$ cat src/rtl/tank_sprite_reader_pkg.sv
// -----------------------------------------------------------------------------
// tank_pkg
// Shared types and constants for the tank sprite reader: facing direction,
// sprite geometry, transparent colour key and bus widths.
// -----------------------------------------------------------------------------
package tank_pkg;

  // Facing direction; the value doubles as the direction-RAM select.
  typedef enum logic [1:0] {
    UP    = 2'd0,
    RIGHT = 2'd1,
    DOWN  = 2'd2,
    LEFT  = 2'd3
  } dir_t;

  // Screen coordinate (column 0..639 or row 0..479).
  typedef logic [9:0] coord_t;

  localparam int          SPR_W   = 32;
  localparam int          SPR_H   = 32;
  localparam logic [23:0] KEY_RGB = 24'hFF0000;
  localparam int          CNT_W   = 11;
  localparam int          ADDR_W  = 19;
  localparam int          RGB_W   = 24;

endpackage

$ cat src/rtl/tank_sprite_reader_if.sv
// -----------------------------------------------------------------------------
// tank_sprite_reader_if
// Read port toward the four direction sprite RAMs.
//   read_address : address presented to every direction RAM
//   dir_sel      : selects which RAM's data_Out is muxed back
//   data_In      : muxed RAM output, one clock after read_address is sampled
// master = the sprite reader, slave = the RAM side.
// -----------------------------------------------------------------------------
interface tank_sprite_reader_if;
  import tank_pkg::*;

  logic [ADDR_W-1:0] read_address;
  dir_t              dir_sel;
  logic [RGB_W-1:0]  data_In;

  modport master (output read_address, output dir_sel, input data_In);
  modport slave  (input read_address, input dir_sel, output data_In);

endinterface

$ cat src/rtl/tank_sprite_reader.sv
// -----------------------------------------------------------------------------
// tank_sprite_reader
// Turns the VGA scan position and the tank's frame-latched position/direction
// into a sprite RAM address and select, aligns the returned colour with a draw
// flag (KEY_RGB is transparent) and reports last frame's opaque pixel count.
// Ports:
//   Clk, Reset        : clock, synchronous active-high reset
//   frame_start       : one-cycle pulse at start of vertical blank
//   pix_valid, DrawX/Y: scan position, valid when pix_valid=1
//   tank_*_in         : live tank position / facing, latched on frame_start
//   ram               : RAM read port (read_address, dir_sel, data_In)
//   pixel_rgb/draw    : sprite colour and opaque flag, 3 cycles after pix_valid
//   pixel_out_valid   : pixel_rgb/pixel_draw belong to an accepted pixel
//   opaque_count      : opaque pixels drawn during the previous frame
// -----------------------------------------------------------------------------
module tank_sprite_reader
  import tank_pkg::*;
#(
  parameter int          SPR_W   = tank_pkg::SPR_W,
  parameter int          SPR_H   = tank_pkg::SPR_H,
  parameter logic [23:0] KEY_RGB = tank_pkg::KEY_RGB,
  parameter int          CNT_W   = tank_pkg::CNT_W
) (
  input  logic                 Clk,
  input  logic                 Reset,
  input  logic                 frame_start,
  input  logic                 pix_valid,
  input  coord_t               DrawX,
  input  coord_t               DrawY,
  input  coord_t               tank_x_in,
  input  coord_t               tank_y_in,
  input  dir_t                 tank_dir_in,
  tank_sprite_reader_if.master ram,
  output logic [RGB_W-1:0]     pixel_rgb,
  output logic                 pixel_draw,
  output logic                 pixel_out_valid,
  output logic [CNT_W-1:0]     opaque_count
);

  localparam int AW = $clog2(SPR_W);
  localparam int AH = $clog2(SPR_H);
  localparam logic [CNT_W-1:0] CNT_MAX = '1;

  coord_t             r_sx;
  coord_t             r_sy;
  dir_t               r_sdir;
  logic [ADDR_W-1:0]  r_read_address;
  logic               r_va;
  logic               r_boxa;
  logic               r_vb;
  logic               r_boxb;
  logic [RGB_W-1:0]   r_pixel_rgb;
  logic               r_pixel_draw;
  logic               r_pixel_out_valid;
  logic [CNT_W-1:0]   r_run_count;
  logic [CNT_W-1:0]   r_opaque_count;

  logic [AW-1:0]      w_dx;
  logic [AH-1:0]      w_dy;
  logic               w_in_box;

  // Only the low bits of the offsets form the address; the box test below
  // is done in 11 bits so a sprite near the right/bottom edge never wraps.
  assign w_dx = AW'(DrawX - r_sx);
  assign w_dy = AH'(DrawY - r_sy);
  assign w_in_box = ({1'b0, DrawX} >= {1'b0, r_sx}) &&
                    ({1'b0, DrawX} <  ({1'b0, r_sx} + 11'(SPR_W))) &&
                    ({1'b0, DrawY} >= {1'b0, r_sy}) &&
                    ({1'b0, DrawY} <  ({1'b0, r_sy} + 11'(SPR_H)));

  // Shadow copy of the tank state, refreshed only at frame start.
  always_ff @(posedge Clk) begin
    if (Reset) begin
      r_sx   <= 10'd0;
      r_sy   <= 10'd0;
      r_sdir <= UP;
    end else if (frame_start) begin
      r_sx   <= tank_x_in;
      r_sy   <= tank_y_in;
      r_sdir <= tank_dir_in;
    end
  end

  // Stage A: address generation; the address holds between accepted pixels.
  always_ff @(posedge Clk) begin
    if (Reset) begin
      r_read_address <= '0;
      r_va           <= 1'b0;
      r_boxa         <= 1'b0;
    end else begin
      r_va   <= pix_valid;
      r_boxa <= pix_valid && w_in_box;
      if (pix_valid) begin
        r_read_address <= w_in_box ? ADDR_W'({w_dy, w_dx}) : '0;
      end
    end
  end

  // Stage B: delay valid/box to line up with the RAM's registered data.
  always_ff @(posedge Clk) begin
    if (Reset) begin
      r_vb   <= 1'b0;
      r_boxb <= 1'b0;
    end else begin
      r_vb   <= r_va;
      r_boxb <= r_boxa;
    end
  end

  // Stage C: output registers with transparent-key suppression.
  always_ff @(posedge Clk) begin
    if (Reset) begin
      r_pixel_out_valid <= 1'b0;
      r_pixel_rgb       <= '0;
      r_pixel_draw      <= 1'b0;
    end else begin
      r_pixel_out_valid <= r_vb;
      r_pixel_rgb       <= r_boxb ? ram.data_In : '0;
      r_pixel_draw      <= r_vb && r_boxb && (ram.data_In != KEY_RGB);
    end
  end

  // Opaque pixel counter; a draw coincident with frame_start opens the new frame.
  always_ff @(posedge Clk) begin
    if (Reset) begin
      r_run_count    <= '0;
      r_opaque_count <= '0;
    end else if (frame_start) begin
      r_opaque_count <= r_run_count;
      r_run_count    <= r_pixel_draw ? CNT_W'(1) : '0;
    end else if (r_pixel_draw && (r_run_count != CNT_MAX)) begin
      r_run_count <= r_run_count + CNT_W'(1);
    end
  end

  assign ram.read_address = r_read_address;
  assign ram.dir_sel      = r_sdir;
  assign pixel_rgb        = r_pixel_rgb;
  assign pixel_draw       = r_pixel_draw;
  assign pixel_out_valid  = r_pixel_out_valid;
  assign opaque_count     = r_opaque_count;

endmodule

$ cat src/flat_wrapper.sv
// flat-port wrapper written by rule: the top's interface ports become plain ports
module tank_sprite_reader_flat import tank_pkg::*;
#(
  parameter int          SPR_W   = tank_pkg::SPR_W,
  parameter int          SPR_H   = tank_pkg::SPR_H,
  parameter logic [23:0] KEY_RGB = tank_pkg::KEY_RGB,
  parameter int          CNT_W   = tank_pkg::CNT_W
)
  (Clk, Reset, frame_start, pix_valid, DrawX, DrawY, tank_x_in, tank_y_in, tank_dir_in, pixel_rgb, pixel_draw, pixel_out_valid, opaque_count, ram_read_address, ram_dir_sel, ram_data_In);
  tank_sprite_reader_if ram_i ();
  input  logic Clk;
  input  logic Reset;
  input  logic frame_start;
  input  logic pix_valid;
  input  coord_t DrawX;
  input  coord_t DrawY;
  input  coord_t tank_x_in;
  input  coord_t tank_y_in;
  input  dir_t tank_dir_in;
  output logic [RGB_W-1:0] pixel_rgb;
  output logic pixel_draw;
  output logic pixel_out_valid;
  output logic [CNT_W-1:0] opaque_count;
  output wire logic [$bits(ram_i.read_address)-1:0] ram_read_address;
  output wire logic [$bits(ram_i.dir_sel)-1:0] ram_dir_sel;
  input wire logic [$bits(ram_i.data_In)-1:0] ram_data_In;
  assign ram_read_address = ram_i.read_address;
  assign ram_dir_sel = ram_i.dir_sel;
  assign ram_i.data_In = ram_data_In;
  tank_sprite_reader #(.SPR_W(SPR_W), .SPR_H(SPR_H), .KEY_RGB(KEY_RGB), .CNT_W(CNT_W)) u_core (.Clk(Clk), .Reset(Reset), .frame_start(frame_start), .pix_valid(pix_valid), .DrawX(DrawX), .DrawY(DrawY), .tank_x_in(tank_x_in), .tank_y_in(tank_y_in), .tank_dir_in(tank_dir_in), .ram(ram_i), .pixel_rgb(pixel_rgb), .pixel_draw(pixel_draw), .pixel_out_valid(pixel_out_valid), .opaque_count(opaque_count));
endmodule
$ cat config.mk
export PLATFORM = sky130hd
export DESIGN_NAME = tank_sprite_reader_flat
export DESIGN_NICKNAME = d
export VERILOG_FILES = /design/src/rtl/tank_sprite_reader_pkg.sv /design/src/rtl/tank_sprite_reader_if.sv /design/src/rtl/tank_sprite_reader.sv /design/src/flat_wrapper.sv
export SDC_FILE = /design/constraint.sdc
export NUM_CORES = 1
export LEC_CHECK = 0
export CAP_MARGIN = 20
export CORE_ASPECT_RATIO = 2
export CORE_UTILIZATION = 25
export CTS_CLUSTER_SIZE = 10
export DETAILED_ROUTE_END_ITERATION = 10
export GPL_TIMING_DRIVEN = 0
export PLACE_DENSITY = 0.54
export SETUP_SLACK_MARGIN = 0.02
export SYNTH_ARGS = -nofsm -noshare
export SYNTH_HDL_FRONTEND = slang
export SYNTH_SLANG_ARGS = --single-unit
$ cat constraint.sdc
create_clock -name Clk -period 2.75 [get_ports Clk]
set_input_delay 0.275 -clock Clk [delete_from_list [all_inputs] [get_ports Clk]]
set_output_delay 0.275 -clock Clk [all_outputs]
set_load 0.03 [all_outputs]
After elaboration in Yosys (flattened, before gate mapping)
Index checks and enable logic that the tools add are counted.

Input port bits: 70. Bits in registers: 93. Output and inout bits: 58. Word-level logic and storage cells: 38.

Bitwise logic cells: 1. Muxes and demuxes: 4. $add $sub $neg: 5. Order comparisons: 4. Reduce and logical (&&, ||, !) cells: 9. Equality and inequality tests: 2.

Operators with widths (count): inequality test 24 bit, second input constant (1); adder 10 x 6 -> 11 bit, second input constant (2); less-than comparator 10 x 11 -> 1 bit (2); 2-to-1 mux 11 bit (2); >= comparator 10 bit (2); adder 11 x 1 -> 11 bit, second input constant (1); inequality test 11 bit, second input constant (1); 2-to-1 mux 10 bit (1); subtractor 5 bit (2); logical AND 1 bit (7); nonzero test 2 bit (1); OR reduction 2 bit (1); 2-to-1 mux 1 bit (1); NOT 1 bit (1).

Logic depth before layout (Yosys ltp)
Gate-level depths: netlist of run 1.

Word-level depth: 6. Depth in mapped cells: 10. Mapped depth without buffers: 9.

Worst setup path after synthesis of run 1
OpenSTA, ideal clock, no wires.

Path kind: reg-to-reg. Start: register u_core.r_sy[5]. End: register u_core.r_read_address[2] (netlist: u_core.ram.read_address[2]). Clock period less this slack: 2.169 ns. Arrival time: 2.084 ns. Slack: 0.581 ns. Cell stages (with the launch flop): 11. Cells stage by stage: dfxtp_1 -> ha_1 -> nand3_1 -> xnor2_1 -> ha_1 -> nand3_1 -> a311oi_1 -> a2111oi_2 -> nand4_1 -> buf_6 -> o31ai_2.

Word-level cells in the longest chain between the ends: 4.

RTL lines: from (decl) (RTL line tank_sprite_reader.sv:45) `coord_t r_sy;`; from (signal assigned) (RTL line tank_sprite_reader.sv:79) `r_sy <= tank_y_in;`; adder 10 x 6 -> 11 bit or >= comparator 10 bit (tied branches) (RTL line tank_sprite_reader.sv:69, tank_sprite_reader.sv:68); less-than comparator 10 x 11 -> 1 bit or logical AND 1 bit (tied branches) (RTL line tank_sprite_reader.sv:69, tank_sprite_reader.sv:67); logical AND 1 bit * (RTL line tank_sprite_reader.sv:68) `({1'b0, DrawY} >= {1'b0, r_sy}) &&`; 2-to-1 mux 10 bit * (RTL line tank_sprite_reader.sv:94) `r_read_address <= w_in_box ? ADDR_W'({w_dy, w_dx}) : '0;`; to (signal assigned) (RTL line tank_sprite_reader.sv:94); to (decl) (RTL line tank_sprite_reader.sv:47) `logic [ADDR_W-1:0] r_read_address;`.

Mark *: on every way between the ends. The rest lies on a longest branch, timed or not. A chain may end at the register's enable or synchronous reset.

Worst setup path in the final report of run 1
Start: register u_core.r_sy[8]. End: register u_core.r_read_address[7] (netlist: u_core.ram.read_address[7]).

The elaborated chain is that of the path after synthesis.

==> run metrics, run 1 <==
DR WL met3 429 um; WL/cell 13.67 um; setup bufs post-CTS 0; 1st-pass router iterations 4; Most common cell on crit path nand3_1; Top FF cell, synth dfxtp_1; # rows 65; CTS sink count 84; largest net degree at the start of global routing 14; Final Hold Fails 0; latest clock arrival within the worst-skew pair 0.34 ns; worst-path cell chain clkbuf_1, nand3_1, xnor2_1, ha_1, nand3_1, a311oi_1, a2111oi_2, nand4_1, buf_6, o31ai_2; die height 181.3 um; clock skew 0.006345 ns; delay of the slowest cell on the worst path 0.37 ns; Ys Warns 0; worst hold slack 0.4236 ns; CTS tree done; Area Overhead vs Synth 44.07%; count of final setup violators 0; global-route wire length before repair 16.66 mm; Mapped Cells 424; number of flops mapped to enable cells by yosys 0; Post-DRT Antenna Nets 0; Max-Cap Viols 0; pins over their slew limit 0; CP Class register to register; maximum VDD drop 0.2328 mV; DP HPWL 8.550 mm; layout cells sized above 1 7.080%; met2 routed WL 5.935 mm; Post-CTS Resized 0; initial antenna violation count 0; Global Route Usage Sum 13.19%; CP Capture Type register; Mapped Area 4018 um^2; Core ar. 15780 um^2; mean post-synth cell area 9.475 um^2; reg2reg start u_core.r_sy[8]$_SDFFE_PP0P_; width of the die 91.64 um; TritonCTS buffer count 9; status finished, final reports clean; Pleak 2.315 nW; Synth async-reset ratio 0%; sequential element share of the synthesized area 41.86%; Worst Hold Launch u_core.r_vb$_SDFF_PP0_; final setup TNS 0 ns; DRT met1 WL 3.744 mm; # nets final 665; CP Data Required Time 3.00 ns; Slew HR 45.76%; number of global-route vias before repair 3465; Via-to-Cell Ratio 4.424; Critical Path Start u_core.r_sy[8]$_SDFFE_PP0P_; root buffer cell clkbuf_16; Detailed Route WL 10.47 mm; Worst Hold Class register to register; Port Buffers 117; CP max stage cell a2111oi_2; H-Tree Level Count 3; Worst-Margin Slew 0.8137 ns; Yosys reg bits 84; initial core utilization 25.46%; Startpoint Class register; vias after detailed routing 3389; critical-path maximum fanout 10; clk buf depth 2; Synth cell types 51; cts hold-fix bufs 0; RSZ-0062 raised after global routing no; die area 16610 um^2; P per Cell Area 518.6 nW/um^2; total grt overflow 0; worst path arrival time 2.73 ns; number of remaining DRC errors 0; RD Place Congestion 0.8170; IO Pins 128; Max Clk Rate 402.6 MHz; 1st-iter DRT viols 60; antenna diode count 0; top sig layer met4; final period utilization 90.32%; Filler Cell Count 1643; fin crit period 2.484 ns; clock slew at reported path FFs 0.06 ns
## layout by cell type (no fill, tap or decap), types with 3 or more instances in the layout
cell and n:
a21o_1 4, inv_1 30, o31ai_2 7, o21bai_1 3, xnor2_1 11, and2_1 24
ha_1 33, o21ai_1 3, clkbuf_1 6, nand2_1 21, nand4b_1 3, buf_4 9
a31oi_1 3, clkbuf_16 9, clkdlybuf4s50_1 117, mux2i_1 33, clkinv_2 3, nand4_1 8
dfxtp_1 84, o21ai_0 7, a21oi_1 17, a211oi_1 3, nand3_1 14, xor2_1 6
nor2b_1 4, nor4_1 3, conb_1 9, buf_1 6, nor2_1 49
## power by group
part           leakage [nW]  internal [mW]  switching [mW]
sequential            0.682           1.24          0.0182
combinational          1.47          0.222           0.224
clock                 0.159          0.816           0.481
## critical path: cells and delay by family (launching register included)
family	cells	cell delay [ns]
AO/OA/AOI/OAI	3	0.67
XOR/XNOR	1	0.20
adder cells (fa/ha/maj)	1	0.28
buffers and inverters	2	0.49
flip-flops	1	0.30
AND/OR/NAND/NOR	3	0.45
## synthesized netlist by cell type, types with 5 or more instances
master / instances / area share, %
buf_4: 9 / 1.7
nand2_1: 21 / 2.0
ha_1: 33 / 10
buf_1: 6 / 0.56
inv_1: 30 / 2.8
mux2i_1: 33 / 8.2
clkbuf_1: 5 / 0.47
nor2_1: 49 / 4.6
dfxtp_1: 84 / 42
nand4_1: 8 / 1.2
o31ai_2: 7 / 2.2
o21ai_0: 7 / 0.87
and2_1: 24 / 3.7
xor2_1: 6 / 1.3
nand3_1: 14 / 1.7
a21oi_1: 17 / 2.1
xnor2_1: 11 / 2.4
## path summary, 6_finish.rpt
| kind | to | slack (ns) | cells after the start |
|---|---|---|---|
| worst max register to register | u_core.ram.read_address[7]$_SDFFE_PP0P_ | 0.27 | 10 |
| worst min-delay path | u_core.pixel_draw$_SDFF_PP0_ | 0.42 | 2 |
| worst max-delay path | u_core.ram.read_address[7]$_SDFFE_PP0P_ | 0.27 | 10 |
| worst min register to register | u_core.pixel_draw$_SDFF_PP0_ | 0.42 | 2 |
## final cells by class
| type | instances | area [um^2] | share of cell area [%] |
|---|---|---|---|
| sequential | 84 | 1682 | 29.05 |
| timing repair buffer | 117 | 1171 | 20.23 |
| buffer | 22 | 125.1 | 2.162 |
| inverter | 30 | 112.6 | 1.946 |
| multi-input combinational | 296 | 2128 | 36.77 |
| clock buffer | 11 | 242.7 | 4.194 |
| tap | 201 | 251.5 | 4.345 |
| clock inverter | 5 | 75.07 | 1.297 |
## metrics by stage
step	setup slack (ns)	utilization [%]	power [mW]	instances	instance area [um^2]
finish	0.2662	36.69	3.002	766	5788
global route	0.1123	36.69	3.142	766	5788
global placement	0.04522	34.67	1.726	750	5470
floorplan	0.5805	-	1.543	432	4048
detailed placement	0.002722	34.67	1.737	750	5470
CTS	0.2630	36.69	3.048	766	5788
## per-layer routing
metal	GRT usage (%)	up-vias
met5	0	-
met4	7.873	0
met3	2.525	15
met2	25.32	94
met1	12.58	1564
li1	-	1716
## state kept, by name, summed over array words and instances, names as in the netlist
name / flops
u_core.r_vb: 1
u_core.r_va: 1
u_core.ram.read_address: 10
u_core.r_sx: 10
u_core.pixel_out_valid: 1
u_core.r_sy: 10
u_core.r_boxa: 1
u_core.opaque_count: 11
u_core.pixel_rgb: 24
u_core.r_boxb: 1
u_core.pixel_draw: 1
u_core.ram.dir_sel: 2
u_core.r_run_count: 11
## kinds of logic after synthesis
| family | count (synthesis) | synth area share (%) |
|---|---|---|
| and+or+nand+nor | 142 | 18.09 |
| DFF | 84 | 41.86 |
| AOI/OAI and AO/OA | 60 | 10.84 |
| buffers and inverters | 52 | 5.917 |
| adders and majority gates | 35 | 11.27 |
| muxes | 33 | 8.222 |
| xor gates and xnor gates | 17 | 3.706 |
| other | 1 | 0.09334 |
No activity file was read; power rests on OpenSTA's default activity.
==> run 2: changes to the inputs <==
==> constraint.sdc (replaced) <==
create_clock -name Clk -period 2.9 [get_ports Clk]
set_input_delay 0.29 -clock Clk [delete_from_list [all_inputs] [get_ports Clk]]
set_output_delay 0.29 -clock Clk [all_outputs]
set_load 0.03 [all_outputs]
==> results of run 2 <==
The final DEF is identical to that of run 1. Status: finished, final reports clean.
Main changes from that run: setup slack after placement 0.002722 ns -> 0.1377 ns; setup slack after layout 0.2662 ns -> 0.4162 ns; register-to-register setup slack 0.27 ns -> 0.42 ns; total power 3.002 mW -> 2.847 mW; worst IR drop on VDD 0.2328 mV -> 0.2207 mV
